**config.mk**
```make
export PLATFORM = sky130hd
export DESIGN_NAME = button_conditioner
export DESIGN_NICKNAME = d
export VERILOG_FILES = /design/src/rtl/frogger_pkg.sv /design/src/rtl/debounce_channel.sv /design/src/rtl/button_conditioner.sv
export SDC_FILE = /design/constraint.sdc
export NUM_CORES = 1
export LEC_CHECK = 0
export ABC_AREA = 1
export CAP_MARGIN = 10
export CORE_MARGIN = 2
export CORE_UTILIZATION = 45
export CTS_CLUSTER_DIAMETER = 150
export DETAILED_ROUTE_END_ITERATION = 8
export SLEW_MARGIN = 20
export SYNTH_ARGS = -nofsm -noshare
export SYNTH_HDL_FRONTEND = slang
export SYNTH_SLANG_ARGS = --single-unit
```
**constraint.sdc**
```tcl
create_clock -name clk -period 4.74 [get_ports clk]
set_input_delay 0.948 -clock clk [delete_from_list [all_inputs] [get_ports clk]]
set_output_delay 0.948 -clock clk [all_outputs]
set_load 0.01 [all_outputs]
```
**src/rtl/frogger_pkg.sv**
```systemverilog
// Shared definitions for the frogger front end: direction indices, arbiter
// priority, repeat FSM states and default timing.
package frogger_pkg;
   localparam int NUM_DIRS = 4;
   localparam int UP    = 0;
   localparam int DOWN  = 1;
   localparam int RIGHT = 2;
   localparam int LEFT  = 3;

   // Highest priority first.
   localparam int PRIO [NUM_DIRS] = '{UP, DOWN, RIGHT, LEFT};

   typedef enum logic [1:0] {IDLE, HOLD, REPEAT} rep_state_t;

   // 100 MHz board timing, then the short values used in simulation.
   localparam int DEBOUNCE_CYCLES_DEF = 1_000_000;
   localparam int REPEAT_DELAY_DEF    = 50_000_000;
   localparam int REPEAT_PERIOD_DEF   = 25_000_000;
   localparam int DEBOUNCE_CYCLES_SIM = 4;
   localparam int REPEAT_DELAY_SIM    = 10;
   localparam int REPEAT_PERIOD_SIM   = 5;

   function automatic int max_int(input int a, input int b);
      return (a > b) ? a : b;
   endfunction
endpackage

```
**src/rtl/debounce_channel.sv**
```systemverilog
// One raw button: 2-FF synchroniser, stability counter and debounced level.
module debounce_channel #(
   parameter logic IDLE_LVL        = 1'b1,
   parameter int   DEBOUNCE_CYCLES = 4
) (
   input  logic clk,
   input  logic reset,
   input  logic raw,
   output logic sync,
   output logic level
);
   localparam int CW = $clog2(DEBOUNCE_CYCLES + 1);

   logic          sync_meta;
   logic [CW-1:0] cnt;

   always_ff @(posedge clk) begin
      if (reset) begin
         sync_meta <= IDLE_LVL;
         sync      <= IDLE_LVL;
         level     <= IDLE_LVL;
         cnt       <= '0;
      end else begin
         sync_meta <= raw;
         sync      <= sync_meta;
         // Any agreeing sample restarts the stability window.
         if (sync == level) begin
            cnt <= '0;
         end else if (cnt == CW'(DEBOUNCE_CYCLES)) begin
            level <= sync;
            cnt   <= '0;
         end else begin
            cnt <= cnt + 1'b1;
         end
      end
   end
endmodule

```
**src/rtl/button_conditioner.sv**
```systemverilog
// Debounced board buttons -> one-cycle active-low move pulses with auto-repeat,
// plus a debounced game reset level.
module button_conditioner
   import frogger_pkg::*;
#(
   parameter int DEBOUNCE_CYCLES = DEBOUNCE_CYCLES_DEF,
   parameter int REPEAT_DELAY    = REPEAT_DELAY_DEF,
   parameter int REPEAT_PERIOD   = REPEAT_PERIOD_DEF
) (
   input  logic clk,
   input  logic reset,
   input  logic btn_up_n,
   input  logic btn_down_n,
   input  logic btn_left_n,
   input  logic btn_right_n,
   input  logic btn_reset,
   output logic up,
   output logic down,
   output logic left,
   output logic right,
   output logic game_reset
);
   localparam int RCW = $clog2(max_int(REPEAT_DELAY, REPEAT_PERIOD) + 1);

   logic [NUM_DIRS-1:0] raw, sync, lvl, evt, pend, pend_nxt, grant, armed;
   logic                rst_lvl, unused_rst_sync, found;
   logic [1:0]          fill;
   rep_state_t          state [NUM_DIRS];
   logic [RCW-1:0]      rcnt  [NUM_DIRS];

   assign raw[UP]    = btn_up_n;
   assign raw[DOWN]  = btn_down_n;
   assign raw[RIGHT] = btn_right_n;
   assign raw[LEFT]  = btn_left_n;

   for (genvar g = 0; g < NUM_DIRS; g++) begin : g_dir
      debounce_channel #(.IDLE_LVL(1'b1), .DEBOUNCE_CYCLES(DEBOUNCE_CYCLES)) u_db (
         .clk, .reset, .raw(raw[g]), .sync(sync[g]), .level(lvl[g]));
   end

   debounce_channel #(.IDLE_LVL(1'b0), .DEBOUNCE_CYCLES(DEBOUNCE_CYCLES)) u_db_rst (
      .clk, .reset, .raw(btn_reset), .sync(unused_rst_sync), .level(rst_lvl));

   always_comb begin
      evt   = '0;
      grant = '0;
      found = 1'b0;
      for (int i = 0; i < NUM_DIRS; i++) begin
         case (state[i])
            IDLE:    evt[i] = armed[i] & ~lvl[i];
            HOLD:    evt[i] = ~lvl[i] & (rcnt[i] == RCW'(REPEAT_DELAY));
            REPEAT:  evt[i] = ~lvl[i] & (rcnt[i] == RCW'(REPEAT_PERIOD));
            default: evt[i] = 1'b0;
         endcase
      end
      // New events merge into pend and can win in the same cycle they arrive.
      pend_nxt = rst_lvl ? '0 : (pend | evt);
      for (int p = 0; p < NUM_DIRS; p++) begin
         if (pend_nxt[PRIO[p]] && !found) begin
            grant[PRIO[p]] = 1'b1;
            found          = 1'b1;
         end
      end
   end

   always_ff @(posedge clk) begin
      if (reset) begin
         fill       <= '0;
         pend       <= '0;
         armed      <= '0;
         up         <= 1'b1;
         down       <= 1'b1;
         right      <= 1'b1;
         left       <= 1'b1;
         game_reset <= 1'b0;
         for (int i = 0; i < NUM_DIRS; i++) begin
            state[i] <= IDLE;
            rcnt[i]  <= '0;
         end
      end else begin
         fill       <= {fill[0], 1'b1};
         game_reset <= rst_lvl;
         pend       <= pend_nxt & ~grant;
         up         <= ~grant[UP];
         down       <= ~grant[DOWN];
         right      <= ~grant[RIGHT];
         left       <= ~grant[LEFT];
         for (int i = 0; i < NUM_DIRS; i++) begin
            if (rst_lvl) begin
               state[i] <= IDLE;
               rcnt[i]  <= '0;
               armed[i] <= 1'b0;
            end else begin
               // A press only counts once the real input has been seen released,
               // so a button held through reset stays silent.
               if (fill[1] && sync[i] && lvl[i])
                  armed[i] <= 1'b1;
               case (state[i])
                  IDLE: if (evt[i]) begin
                     armed[i] <= 1'b0;
                     state[i] <= HOLD;
                     rcnt[i]  <= '0;
                  end
                  HOLD: if (lvl[i]) begin
                     state[i] <= IDLE;
                     rcnt[i]  <= '0;
                  end else if (evt[i]) begin
                     state[i] <= REPEAT;
                     rcnt[i]  <= '0;
                  end else begin
                     rcnt[i] <= rcnt[i] + 1'b1;
                  end
                  REPEAT: if (lvl[i]) begin
                     state[i] <= IDLE;
                     rcnt[i]  <= '0;
                  end else if (evt[i]) begin
                     rcnt[i] <= '0;
                  end else begin
                     rcnt[i] <= rcnt[i] + 1'b1;
                  end
                  default: state[i] <= IDLE;
               endcase
            end
         end
      end
   end
endmodule

```
; Word level (Yosys, flattened, before mapping)
; Memories as Yosys holds them, arrays and structs flattened.
; Index checks and enable logic that the tools add are counted.
[word_totals]
regBits = 130
ramBits = 112
inputBits = 7
out_inout_bits = 5
wordCells = 416
mem_count = 2
[op_classes]
n_addsub = 9
n_eq_ne = 26
n_mux = 233
bitwise_logic = 84
reduce_logical = 33
[mem_list]
columns = memory, words, word_bits, rd, rd_clocked_by_memory_dff, wr, line
row1 = rcnt, 4, 26, 4, 0, 4, button_conditioner.sv:29  ; logic [RCW-1:0] rcnt [NUM_DIRS];
row2 = state, 4, 2, 4, 0, 4, button_conditioner.sv:28  ; rep_state_t state [NUM_DIRS];
[ops]
columns = cell, count
row1 = 26-bit 2-to-1 mux, 32
row2 = 1-bit 2-to-1 mux, 172
row3 = "26-bit by 1-bit adder with 26-bit output, second input constant", 4
row4 = "26-bit by 25-bit equality test with 1-bit output, second input constant", 4
row5 = "26-bit equality test, second input constant", 4
row6 = "20-bit by 1-bit adder with 20-bit output, second input constant", 5
row7 = "20-bit equality test, second input constant", 5
row8 = 1-bit OR, 56
row9 = 2-bit 2-to-1 mux, 24
row10 = 3-bit OR reduction, 9
row11 = 1-bit NOT, 13
row12 = 1-bit bitwise AND, 12
row13 = 1-bit one-hot mux with 3 select lines, 4
row14 = 1-bit logical AND, 11
row15 = 2-bit AND reduction, 5
row16 = "2-bit by 1-bit equality test with 1-bit output, second input constant", 4
row17 = "2-bit equality test, second input constant", 4
row18 = 2-bit logical NOT, 4
row19 = 1-bit equality test, 5
row20 = 4-bit bitwise AND, 1
row21 = 4-bit 2-to-1 mux, 1
row22 = 4-bit NOT, 1
row23 = 4-bit OR, 1
row24 = 1-bit logical NOT, 3
row25 = 2-bit OR reduction, 1

; Longest topological paths before layout
; An unclocked memory read counts as a cell.
[logic_depth]
depth_word = 18
mapped_depth = 16
depth_no_buf = 15

; By module
; Synthesis repeated with hierarchy kept, for this count alone.
[hier_totals]
cells_unflattened = 1833
area_unflattened_um2 = 13934.6
[by_module_without_submodules]
columns = module, instances, cells_each, area_each_um2, seq_area_each_um2
row1 = button_conditioner, 1, 967, 8087.8, 3643.5
row2 = debounce_channel at g_dir[0].u_db ..., 4, 174, 1172.4, 460.4
row3 = debounce_channel at u_db_rst, 1, 170, 1157.4, 460.4

; Worst setup path after synthesis
; No wires, ideal clock.
[synth_timing]
kind = input-to-reg
start = in reset
end = mem rcnt[0][0] (netlist bit), enable pin
setup_ns = 0.562
arrival_time_ns = 2.177
t_required_ns = 4.178
path_slack_ns = 2.001
stages = 6
path_cell_list = clkbuf_1 -> a21oi_1 -> a21oi_1 -> nand2_1 -> inv_1 -> nand4_1
[synth_lines]
columns = item, line
row1 = from (decl), button_conditioner.sv:11  ; input logic reset,
row2 = to (decl), button_conditioner.sv:29

==> impl_metrics.toml <==
[critical_path]
cp_max_fo = 26
path_class = "input pin to flip-flop"
startpoint = "reset"
ff2ff_setup_slack_ns = 2.03
slowest_delay_ns = 0.40
r2r_cells = 15
endpoint_kind = "flip-flop"
worstSetupPathDepth = 13
crit_end = "rcnt[1][4]"
arrival_ns = 3.31
worst-path-buf-inv = 7
cp_common_cell = "buf_4"
reg2reg_from = "state[0][0]"
start_kind = "input pin"
crit_required_ns = 4.94
crit_chain = "clkdlybuf4s50_1, buf_4, nor2_1, buf_4, inv_2, nor2_1, inv_1, nand2_1, nand3_4, nand2_1, inv_1, nand3_1, buf_4"
reg2reg_to = "rcnt[0][12]"
critPathSlowestCell = "clkdlybuf4s50_1"
path_delay_family = "buffers and inverters"

[synth]
yosysWarnings = 0
synth.avg_cell_area_um2 = 7.84
ys_types = 49
synthesis.area_um2 = 13600
synth_seq_area_share = 0.439
synth_adder_area_share = 0.0314
synth_compound_area_frac = 0.0434
syn_inst = 1729
ys_async_sr_fraction = 0
synth_top_family_by_area = "simple AND/OR/NAND/NOR gates"
synthSimpleGateAreaFrac = 0.341
yosys-mux-area-fraction = 0
synth-edff-count = 112
synth_ff_type = "dfxtp_1"
synth_xor_area_frac = 0.0614
synth_fp_nets = 1770
ys_seq_elements = 241

[die]
boundaryPins = 12
die-area_um2 = 31500
die_w_um = 178
initial_core_util = 0.457
fp.coreArea_um2 = 29600
die_y_um = 178
rows = 63

[sta]
fmax_ghz = 0.322
finalSetupViolCount = 0
fin_tns_setup_ns = 0
fin_skew_ns = 0.0116
hold_viol_final = 0
min_period_ns = 3.11
slew_headroom = 0.395
finalCritPeriodShare = 0.656
maxSlewViolCount = 0
rsz0062_at_grt = "false"
tightest_slew_ns = 0.904

[clocking]
cts_buffers = 29
post_cts_buffers = 0
cts_tree = "built"
cts-resized-gates = 0
clock_latency_ns = 0.54
cts_root_buf = "clkbuf_16"
clk_pin_slew_worst_paths_ns = 0.06
clock_path_buffers = 3
cts_hold_buf = 0
cts.sinks = 241
htreeDepth = 1

[layout]
diodes = 0
nets = 1794
final_common_cell = "nand2_1"
final_cells = 2166
layout_common_cells = "nand2_1 (299), nor2_1 (295), inv_1 (251)"
final_area_um2 = 15000
drive_above_1_share = 0.0850
area_delta_synth_final_pct = 11.0

[placement]
placed_cells_incl_taps = 2112
dp_hpwl_um = 19500
portBuffers = 11
dpl_cell_area_um2 = 14000
gp_congestion = 0.883

[drt]
postRouteAntennaNets = 0
drc = 0
via_count = 10800
first_iter_violations = 702
viasPerCell = 4.97
totalWireLength_um = 26800
wl_per_cell_um = 12.4
first_pass_iters = 5

[power]
power_mw = 4.84
switchingPower_mw = 1.08
vdd_drop_max_mv = 0.278
intPower_mw = 3.76
combPwrFrac = 0.046
power.density_nw_per_um2 = 322
seq_power_share = 0.479
p_leak_nw = 5.62
clock_power_share = 0.476
p_sw_frac = 0.224

[global_route]
antenna_found_initial = 0
track_usage = 0.175
grt_pass1_vias = 9957
grt_pass1_wl_um = 46600
overflow = 0
grt_max_degree = 27

[min_path]
min_from = "fill[0]"
worstHoldPathType = "flip-flop to flip-flop"
whs_path_depth = 2

[job]
maxCapViolations = 0

[status]
outcome = "completed"
## final cells by class
class	count	area [um^2]
inverters	258	971
clock inverters	11	136
well taps	390	488
flip-flops and latches	241	5950
repair buffers	17	155
multi-input cells	1206	6470
clock buffers	43	880
fillers	2892	14600
## cells by family after synthesis
| group | count (synthesis) |
|---|---|
| AOI/OAI and AO/OA | 105 |
| xor gates and xnor gates | 95 |
| buffers and inverters | 282 |
| DFF | 241 |
| and+or+nand+nor | 972 |
| adders and majority gates | 34 |
## flip-flops by register name, indices dropped and copies added, names as in the netlist, 4 cells and up
name	cells
g_dir.u_db.sync_meta	4
g_dir.u_db.level	4
rcnt	104
g_dir.u_db.cnt	80
armed	4
g_dir.u_db.sync	4
u_db_rst.cnt	20
state	8
## worst reg2reg max path, stage by stage, from the launching register on
cell	delay, ns
edfxtp_1	0.41
inv_1	0.10
ha_1	0.37
inv_1	0.19
nand2_1	0.09
nand2_1	0.05
nor2_1	0.09
nand2_1	0.05
nor2_1	0.13
nand2_1	0.11
nand2_2	0.11
nand3_1	0.09
nand2_1	0.08
inv_1	0.05
nand4_1	0.07
buf_4	0.34
## synthesized netlist by cell type (8+ instances only)
cell type,count,area [um^2]
nand2_1,299,1120
nor2_1,295,1110
inv_1,251,942
dfxtp_1,129,2580
edfxtp_1,112,3360
nand3_1,104,521
nor3_1,81,405
xor2_1,73,639
a21oi_1,60,300
nand4_1,52,325
ha_1,34,425
nor4_1,26,163
xnor2_1,22,193
nor2_2,20,125
o21ai_0,19,95.1
nor3b_1,18,135
nand2_2,16,100
nor3_2,13,130
or2_2,13,81.3
nor2_4,8,90.1
## power groups by stage
| stage | clock network, mW | registers [mW] | logic, mW |
|---|---|---|---|
| after floorplan | 0 | 2.34 | 0.174 |
| after global placement | 0 | 2.36 | 0.220 |
| after detailed placement | 0 | 2.36 | 0.222 |
| after CTS | 2.38 | 2.32 | 0.223 |
| after global routing | 2.45 | 2.33 | 0.255 |
| final | 2.30 | 2.32 | 0.221 |
## layer usage
metal / wire length [um] / GRT usage / vias to the layer above
met5: 0 / 0 / -
met4: 569 / 0.0441 / 0
met3: 902 / 0.0238 / 43
met2: 11600 / 0.276 / 152
met1: 13800 / 0.252 / 4898
li1: - / - / 5681
## worst min-delay path by stage
| stage | end |
|---|---|
| floorplan | fill[1] |
| global placement | fill[1] |
| detailed placement | u_db_rst.sync |
| CTS | fill[1] |
| global route | u_db_rst.sync |
| finish | fill[1] |
## metrics by stage
step,setup slack (ns),util,hold slack [ns]
floorplan,2.00,-,0.388
global placement,1.13,0.473,0.390
detailed placement,1.06,0.473,0.394
CTS,1.63,0.508,0.401
global route,1.37,0.508,0.410
finish,1.63,0.508,0.398
Power figures use the tool's default switching activity.
